**config.mk**
```make
export PLATFORM = sky130hd
export DESIGN_NAME = decoder_serial_framer
export DESIGN_NICKNAME = d
export VERILOG_FILES = /design/src/rtl/decoder_serial_framer_pkg.sv /design/src/rtl/decoder_serial_framer_pad_sync.sv /design/src/rtl/decoder_serial_framer.sv
export SDC_FILE = /design/constraint.sdc
export NUM_CORES = 1
export LEC_CHECK = 0
export BUFFER_PORTS_ARGS = -buffer_cell sky130_fd_sc_hd__buf_2
export CORE_UTILIZATION = 55
export CTS_CLUSTER_DIAMETER = 120
export DETAILED_ROUTE_END_ITERATION = 8
export GPL_TIMING_DRIVEN = 0
export PLACE_DENSITY_LB_ADDON = 0.25
export RECOVER_POWER = 100
export SYNTH_ARGS = -nofsm -noshare
export SYNTH_HDL_FRONTEND = slang
export SYNTH_SLANG_ARGS = --single-unit
```
**constraint.sdc**
```tcl
create_clock -name wb_clk_i -period 5.1 [get_ports wb_clk_i]
set_clock_uncertainty 0.05 [all_clocks]
set_input_delay 0.51 -clock wb_clk_i [delete_from_list [all_inputs] [get_ports wb_clk_i]]
set_output_delay 0.51 -clock wb_clk_i [all_outputs]
set_load 0.01 [all_outputs]
```
**src/rtl/decoder_serial_framer_pkg.sv**
```systemverilog
// Shared definitions for the decoder serial framer: codeword width and FSM state encoding.
package decoder_serial_framer_pkg;

  localparam int DEC_WORD_W = 7;

  typedef enum logic {
    ST_IDLE  = 1'b0,
    ST_SHIFT = 1'b1
  } fsm_state_t;

endpackage

```
**src/rtl/decoder_serial_framer_pad_sync.sv**
```systemverilog
// Multi-flop synchronizer for one asynchronous pad input, with a selectable reset value.
module decoder_serial_framer_pad_sync #(
  parameter int   STAGES  = 2,
  parameter logic RST_VAL = 1'b0
) (
  input  logic clk,
  input  logic rst,
  input  logic d,
  output logic q
);

  logic [STAGES-1:0] sync_r;

  // Shift the pad value through the synchronizer chain.
  always_ff @(posedge clk) begin
    if (rst) begin
      sync_r <= {STAGES{RST_VAL}};
    end else begin
      sync_r <= {sync_r[STAGES-2:0], d};
    end
  end

  assign q = sync_r[STAGES-1];

endmodule

```
**src/rtl/decoder_serial_framer.sv**
```systemverilog
// Serial (sclk/cs_n/sdi) to parallel codeword framer with a small buffer and a
// registered valid/ready output toward the decoder.
module decoder_serial_framer
  import decoder_serial_framer_pkg::*;
#(
  parameter int WORD_W      = DEC_WORD_W,
  parameter int FIFO_DEPTH  = 2,
  parameter int SYNC_STAGES = 2
) (
  input  logic              wb_clk_i,
  input  logic              wb_rst_i,
  input  logic              ser_sclk_i,
  input  logic              ser_csn_i,
  input  logic              ser_sdi_i,
  output logic [WORD_W-1:0] word_o,
  output logic              word_valid_o,
  input  logic              word_ready_i,
  output logic              frame_err_o,
  output logic              ovf_o,
  input  logic              ovf_clr_i
);

  localparam int AW    = $clog2(FIFO_DEPTH);
  localparam int PTR_W = AW + 1;
  localparam int CNT_W = $clog2(WORD_W + 2);
  localparam logic [CNT_W-1:0] CNT_FULL = CNT_W'(WORD_W);
  localparam logic [CNT_W-1:0] CNT_SAT  = CNT_W'(WORD_W + 1);

  logic sclk_s, csn_s, sdi_s;
  logic sclk_prev_r, csn_prev_r, armed_r;
  logic [SYNC_STAGES-1:0] warm_r;
  logic sclk_rise_s, csn_rise_s, csn_fall_s;

  fsm_state_t state_r, state_nx;
  logic [WORD_W-1:0] shift_r, shift_nx;
  logic [CNT_W-1:0]  cnt_r, cnt_nx;
  logic close_ok_s, close_err_s;
  logic push_r, err_r, ovf_r;
  logic [WORD_W-1:0] push_data_r;

  logic [WORD_W-1:0] mem_r [FIFO_DEPTH];
  logic [PTR_W-1:0]  wptr_r, rptr_r, wptr_nx, rptr_nx;
  logic [AW-1:0]     rd_idx_s;
  logic [WORD_W-1:0] word_r, word_nx;
  logic valid_r, valid_nx;
  logic full_s, pop_s, wr_s, drop_s;

  decoder_serial_framer_pad_sync #(.STAGES(SYNC_STAGES), .RST_VAL(1'b0)) u_sync_sclk (
    .clk(wb_clk_i), .rst(wb_rst_i), .d(ser_sclk_i), .q(sclk_s));
  decoder_serial_framer_pad_sync #(.STAGES(SYNC_STAGES), .RST_VAL(1'b1)) u_sync_csn (
    .clk(wb_clk_i), .rst(wb_rst_i), .d(ser_csn_i), .q(csn_s));
  decoder_serial_framer_pad_sync #(.STAGES(SYNC_STAGES), .RST_VAL(1'b0)) u_sync_sdi (
    .clk(wb_clk_i), .rst(wb_rst_i), .d(ser_sdi_i), .q(sdi_s));

  // A falling csn only opens a frame once csn has been seen high with real
  // (post-reset) synchronizer contents, so a frame already in flight is ignored.
  assign sclk_rise_s = sclk_s & ~sclk_prev_r;
  assign csn_rise_s  = csn_s & ~csn_prev_r;
  assign csn_fall_s  = ~csn_s & csn_prev_r & armed_r;

  // Next-state and shift/count logic of the framing FSM.
  always_comb begin
    state_nx    = state_r;
    shift_nx    = shift_r;
    cnt_nx      = cnt_r;
    close_ok_s  = 1'b0;
    close_err_s = 1'b0;
    case (state_r)
      ST_IDLE: begin
        if (csn_fall_s) begin
          state_nx = ST_SHIFT;
          shift_nx = {WORD_W{1'b0}};
          cnt_nx   = {CNT_W{1'b0}};
        end else begin
          state_nx = ST_IDLE;
        end
      end
      ST_SHIFT: begin
        if (sclk_rise_s) begin
          shift_nx = {shift_r[WORD_W-2:0], sdi_s};
          if (cnt_r != CNT_SAT) begin
            cnt_nx = cnt_r + CNT_W'(1);
          end else begin
            cnt_nx = cnt_r;
          end
        end else begin
          shift_nx = shift_r;
        end
        if (csn_rise_s) begin
          state_nx = ST_IDLE;
          if (cnt_nx == CNT_FULL) begin
            close_ok_s = 1'b1;
          end else begin
            close_err_s = 1'b1;
          end
        end else begin
          state_nx = ST_SHIFT;
        end
      end
      default: state_nx = ST_IDLE;
    endcase
  end

  // Framing state, edge history and the registered push/error requests.
  always_ff @(posedge wb_clk_i) begin
    if (wb_rst_i) begin
      state_r     <= ST_IDLE;
      shift_r     <= {WORD_W{1'b0}};
      cnt_r       <= {CNT_W{1'b0}};
      sclk_prev_r <= 1'b0;
      csn_prev_r  <= 1'b1;
      armed_r     <= 1'b0;
      warm_r      <= {SYNC_STAGES{1'b0}};
      push_r      <= 1'b0;
      push_data_r <= {WORD_W{1'b0}};
      err_r       <= 1'b0;
    end else begin
      state_r     <= state_nx;
      shift_r     <= shift_nx;
      cnt_r       <= cnt_nx;
      sclk_prev_r <= sclk_s;
      csn_prev_r  <= csn_s;
      armed_r     <= armed_r | (warm_r[SYNC_STAGES-1] & csn_s);
      warm_r      <= {warm_r[SYNC_STAGES-2:0], 1'b1};
      push_r      <= close_ok_s;
      push_data_r <= shift_nx;
      err_r       <= close_err_s;
    end
  end

  // word_o/word_valid_o are loaded from the next-cycle FIFO head, so the
  // output register is part of the buffer rather than an extra slot.
  always_comb begin
    full_s   = (wptr_r[AW] != rptr_r[AW]) && (wptr_r[AW-1:0] == rptr_r[AW-1:0]);
    pop_s    = valid_r & word_ready_i;
    wr_s     = push_r & (~full_s | pop_s);
    drop_s   = push_r & full_s & ~pop_s;
    wptr_nx  = wptr_r + {{(PTR_W-1){1'b0}}, wr_s};
    rptr_nx  = rptr_r + {{(PTR_W-1){1'b0}}, pop_s};
    rd_idx_s = rptr_nx[AW-1:0];
    valid_nx = (wptr_nx != rptr_nx);
    if (wr_s && (wptr_r[AW-1:0] == rd_idx_s)) begin
      word_nx = push_data_r;
    end else begin
      word_nx = mem_r[rd_idx_s];
    end
  end

  // Buffer storage.
  always_ff @(posedge wb_clk_i) begin
    if (wr_s) begin
      mem_r[wptr_r[AW-1:0]] <= push_data_r;
    end
  end

  // Buffer pointers, registered output stage and sticky overflow.
  always_ff @(posedge wb_clk_i) begin
    if (wb_rst_i) begin
      wptr_r  <= {PTR_W{1'b0}};
      rptr_r  <= {PTR_W{1'b0}};
      word_r  <= {WORD_W{1'b0}};
      valid_r <= 1'b0;
      ovf_r   <= 1'b0;
    end else begin
      wptr_r  <= wptr_nx;
      rptr_r  <= rptr_nx;
      word_r  <= word_nx;
      valid_r <= valid_nx;
      if (drop_s) begin
        ovf_r <= 1'b1;
      end else if (ovf_clr_i) begin
        ovf_r <= 1'b0;
      end
    end
  end

  assign word_o       = word_r;
  assign word_valid_o = valid_r;
  assign frame_err_o  = err_r;
  assign ovf_o        = ovf_r;

endmodule

```
# Yosys cells after proc, flatten, opt, wreduce, memory -nomap -nowiden
# Memory sizes are Yosys's and may differ from the RTL's. A register that Yosys moved wholly into a read port is not among the register bits.
# Cells that the tools add are included.
[totals]
register_bits = 31
latch_bits = 0
mem_bits_rw = 14
rom_bits = 0
input_bits = 7
out_inout_bits = 10
wordCells = 68
n_memories = 1
[mem_list]
columns = ["memory", "depth", "width", "rd", "rd_ports_with_merged_regs", "wr", "line_no", "text"]
rows = [
  ["mem_r", 2, 7, 1, 1, 1, "decoder_serial_framer.sv:41", "logic [WORD_W-1:0] mem_r [FIFO_DEPTH];"],
]
[op_classes]
n_addsub = 3
n_mul = 0
div = 0
n_lt_le_gt_ge = 0
eq_ne = 7
n_shift = 0
mux = 18
bitwise = 18
reduce_logical = 4
[ops]
columns = ["operator", "count"]
rows = [
  ["4-bit two-way mux", 4],
  ["7-bit two-way mux", 2],
  ["7-bit case mux with 2 select lines", 1],
  ["1-bit AND", 9],
  ["1-bit two-way mux", 9],
  ["4-bit case mux with 2 select lines", 1],
  ["1-bit NOT", 7],
  ["2-bit by 1-bit adder with 2-bit output", 2],
  ["4-bit by 1-bit adder with 4-bit output (second input constant)", 1],
  ["4-bit by 3-bit == test with 1-bit output (second input constant)", 1],
  ["2-bit != test (second input constant)", 2],
  ["4-bit != test (second input constant)", 1],
  ["3-bit OR reduction", 1],
  ["2-bit != test", 1],
  ["1-bit bitwise OR", 2],
  ["1-bit case mux with 2 select lines", 1],
  ["2-bit AND reduction", 1],
  ["2-bit nonzero test", 1],
  ["1-bit == test", 1],
  ["1-bit logical AND", 1],
  ["1-bit != test", 1],
]

# Logic depth before layout (Yosys ltp)
[depth]
word_depth = 7
mapped_depth = 8
depth_no_buf = 7

# Hierarchy
# Synthesis repeated with hierarchy kept, for this count alone.
[unflattened]
hier_cells = 167
area_unflattened_um2 = 1966.9
[modules_own_cells]
columns = ["module", "instances", "cells_per_inst", "area_each_um2", "seq_area_each_um2"]
rows = [
  ["decoder_serial_framer", 1, 155, 1809.2, 1061.0],
  ["decoder_serial_framer_pad_sync", 3, 4, 52.6, 40.0],
]

# Worst setup path after synthesis
# OpenSTA, ideal clock, no wires.
[synth_timing]
kind = "input port to flip-flop"
from = "input port word_ready_i"
to = "register word_r[4], in the netlist word_o[4] (read register of mem_r)"
setup_time_ns = 0.134
t_arrival_ns = 1.806
required_ns = 4.916
setup_slack_ns = 3.110
path_stages = 8
n_path_buf = 2
path_cell_list = "and2_1 ha_1 buf_4 xnor2_1 o311ai_4 buf_6 nor2_2 a211oi_2"
[synth_via]
elab_chain_len = 2
[synth_rtl]
columns = ["item", "line_no", "text"]
rows = [
  ["start, declared", "decoder_serial_framer.sv:17", "input logic word_ready_i,"],
  ["1-bit AND", "decoder_serial_framer.sv:135", "pop_s = valid_r & word_ready_i;"],
  ["2-bit by 1-bit adder with 2-bit output", "decoder_serial_framer.sv:139", "rptr_nx = rptr_r + {{(PTR_W-1){1'b0}}, pop_s};"],
  ["via rptr_nx[0]", "decoder_serial_framer.sv:42", "logic [PTR_W-1:0] wptr_r, rptr_r, wptr_nx, rptr_nx;"],
  ["end, declared", "decoder_serial_framer.sv:44", "logic [WORD_W-1:0] word_r, word_nx;"],
]
# The timed path passes the listed nets, and every way through them passes these cells.
# A chain may end at the register's enable or synchronous reset.

# Final worst setup path
[layout_timing]
from = "register valid_r, in the netlist word_valid_o"
to = "register word_r[5], in the netlist word_o[5] (read register of mem_r)"
[layout_via]
elab_chain_len = 2
[layout_rtl]
columns = ["item", "line_no", "text"]
rows = [
  ["start, declared", "decoder_serial_framer.sv:45", "logic valid_r, valid_nx;"],
  ["start signal, assigned", "decoder_serial_framer.sv:168", "valid_r <= valid_nx;"],
  ["1-bit AND", "decoder_serial_framer.sv:135", ""],
  ["2-bit by 1-bit adder with 2-bit output", "decoder_serial_framer.sv:139", ""],
  ["via rptr_nx[0]", "decoder_serial_framer.sv:42", ""],
]
# The timed path passes the listed nets, and every way through them passes these cells.

==> impl_metrics.env <==
export IMPL_grt_max_degree=18
export IMPL_hold_buffers=0
export IMPL_drv_slew=0
export IMPL_cts_tree="built"
export IMPL_ant_nets=0
export IMPL_setup_tns_ns=0
export IMPL_finalSetupViolations=0
export IMPL_vdd_drop_max_v=0.000197
export IMPL_rsz0062_at_grt="no"
export IMPL_nets=202
export IMPL_yosysUniqueCellTypes=35
export IMPL_maxCapViolCount=0
export IMPL_worst_pin_slew_ns=0.947
export IMPL_postCtsSetupRepairBufs=0
export IMPL_wirelength_um=3210
export IMPL_power_leakage_nw=0.762
export IMPL_grt_total_usage=0.191
export IMPL_final_cells=237
export IMPL_drc=0
export IMPL_clk_path_buf_depth=2
export IMPL_n_antenna_cell=0
export IMPL_htreeDepth=2
export IMPL_viasPerCell=5.42
export IMPL_synth_top_cell_area_share=0.387
export IMPL_start_kind="flip-flop"
export IMPL_io_pins=17
export IMPL_syn_area_um2=1970
export IMPL_cts_buffers=5
export IMPL_cts_root_buf="clkbuf_4"
export IMPL_status="finished, final reports clean"
export IMPL_critPathMaxFanout=10
export IMPL_max_freq_ghz=0.374
export IMPL_area_growth_syn_to_layout_pct=7.19
export IMPL_grt_pass1_vias=1180
export IMPL_ff_latch_area_um2=1180
export IMPL_postLayoutCoreUtil=0.622
export IMPL_clock_latency_ns=0.37
export IMPL_postSynthAreaPerCell_um2=11.7
export IMPL_post_cts_resized=0
export IMPL_dieWidth_um=61.8
export IMPL_grt_ovfl_total=0
export IMPL_critPathArrivalTime_ns=2.91
export IMPL_path_clk_slew_ns=0.15
export IMPL_first_iter_violations=59
export IMPL_gp_congestion=0.812
export IMPL_grt_antenna_before_repair=0
export IMPL_coreArea_um2=3390
export IMPL_grt_pass1_wl_um=5130
export IMPL_synth_area_leader_cell="dfxtp_1"
export IMPL_dp_hpwl_um=2270
export IMPL_port_buffer_count=15
export IMPL_hold_violations=0
export IMPL_finalCritPeriodShare=0.525
export IMPL_initial_utilization=0.580
export IMPL_synth_area_leaders="dfxtp_1, edfxtp_1, nor2_1"
export IMPL_dieArea_um2=3820
export IMPL_critPathRequiredTime_ns=5.34
export IMPL_placed_cells=229
export IMPL_multi_input_area_um2=697
export IMPL_ys_seq_elements=52
export IMPL_post_synth_inst_count=168
export IMPL_dr_pass1_iters=4
export IMPL_endpoint_kind="flip-flop"
export IMPL_crit_type="reg -> reg"
export IMPL_fp_dieH_um=61.8
export IMPL_placement_rows=21
export IMPL_layout_drive_gt1_share=0.110
export IMPL_power_density_nw_per_um2=300
export IMPL_hp_class="in -> reg"
export IMPL_slew_headroom=0.361
export IMPL_yosysWarnings=0
export IMPL_vias=1284
export IMPL_wire_per_inst_um=13.6
export IMPL_layout_min_cycle_time_ns=2.68
export IMPL_synth_nets=180
export IMPL_ys_seq_area_frac=0.601
export IMPL_nFillCells=280
export IMPL_cts_sinks=52
==> metrics by stage <==
stage | hold slack (ns) | area, µm² | power [W] | setup slack, ns
after floorplan | 0.339 | 1970 | 0.000448 | 3.11
after global placement | 0.365 | 2100 | 0.000454 | 2.90
after detailed placement | 0.367 | 2100 | 0.000455 | 2.86
after CTS | 0.250 | 2160 | 0.000637 | 2.98
after global routing | 0.250 | 2110 | 0.000654 | 2.21
final | 0.265 | 2110 | 0.000633 | 2.42
==> synthesized netlist by cell type <==
| cell | instances |
|---|---|
| a211oi_1 | 4 |
| buf_6 | 1 |
| and2_1 | 1 |
| a21oi_1 | 7 |
| nand2_1 | 3 |
| nand4bb_1 | 1 |
| edfxtp_1 | 14 |
| a211oi_2 | 3 |
| buf_2 | 1 |
| inv_1 | 5 |
| o21ai_0 | 3 |
| dfxtp_1 | 38 |
| nor3_1 | 1 |
| xnor2_1 | 6 |
| buf_4 | 1 |
| nand3_1 | 6 |
| or2_2 | 2 |
| a32oi_1 | 1 |
| ha_1 | 5 |
| nand4b_1 | 1 |
| and4b_1 | 1 |
| a22oi_1 | 8 |
| a31oi_1 | 1 |
| nand4_1 | 1 |
| nor2b_1 | 10 |
| nor2_1 | 19 |
| mux2_2 | 1 |
| mux2i_1 | 7 |
| o311ai_4 | 1 |
| nor2_2 | 3 |
| and3b_1 | 1 |
| nand2b_1 | 1 |
| xor2_1 | 2 |
| nand3b_1 | 3 |
| clkbuf_1 | 5 |
==> layout make-up <==
cell class,count,share of cell area
Tap cell,46,0.0273
Inverter,5,0.00890
Clock inverter,3,0.0107
Timing Repair Buffer,15,0.0297
Buffer,8,0.0148
Sequential cell,52,0.560
Clock buffer,5,0.0178
Multi-Input combinational cell,103,0.331
==> sequential cells by signal, indices dropped and copies added (netlist names) <==
name and cells:
mem_r 14, push_data_r 7, word_o 7, cnt_r 4
rptr_r 2, u_sync_csn.sync_r 2, u_sync_sclk.sync_r 2, u_sync_sdi.sync_r 2
warm_r 2, wptr_r 2, armed_r 1, csn_prev_r 1
frame_err_o 1, ovf_o 1, push_r 1, sclk_prev_r 1
state_r 1, word_valid_o 1
==> cell usage in the layout, fill, tap and decap left out, types with 3 or more instances in the layout <==
cell type   n
a211oi_1    6
a21oi_1     7
a22oi_1     8
buf_2       6
clkbuf_1   17
clkbuf_4    5
dfxtp_1    38
edfxtp_1   14
ha_1        5
inv_1       5
mux2i_1     7
nand2_1     3
nand3_1     6
nand3b_1    3
nor2_1     19
nor2_2      3
nor2b_1    10
o21ai_0     3
xnor2_1     6
==> power breakdown <==
group          internal, W  switching, W
Sequential        0.000427    0.00000231
Combinational   0.00000588    0.00000926
Clock            0.0000559      0.000133
==> cells by family after synthesis <==
family	after synthesis	share of synthesized area
muxes	8	0.0413
buffers and inverters	13	0.0312
xor gates and xnor gates	8	0.0356
and+or+nand+nor	54	0.148
AOI/OAI and AO/OA	28	0.111
DFF	52	0.601
adders and majority gates	5	0.0318
==> final timing paths <==
check / start / to / slack [ns] / cells after the start
setup / recovery: word_valid_o / word_o[5] / 2.42 / 8
setup reg to reg: word_valid_o / word_o[5] / 2.42 / 8
hold reg to reg: u_sync_csn.sync_r[0] / u_sync_csn.sync_r[1] / 0.40 / 1
hold / removal: ser_csn_i / u_sync_csn.sync_r[0] / 0.26 / 2
==> worst max-delay path: stages, from the launching register on <==
cell      delay (ns)
dfxtp_1         0.34
and2_0          0.19
ha_1            0.29
clkbuf_1        0.55
xnor2_1         0.13
o311ai_0        0.29
clkbuf_1        0.48
nor2_2          0.05
a211oi_1        0.23
==> routing by layer <==
layer  global-route usage  part of all wire  up-vias
met5                    0                 0        -
met1                0.218              0.42      615
met3               0.0621             0.045        6
li1                     -                 -      632
met4               0.0825             0.016        0
met2                0.329              0.51       31
Power figures use the tool's default switching activity.
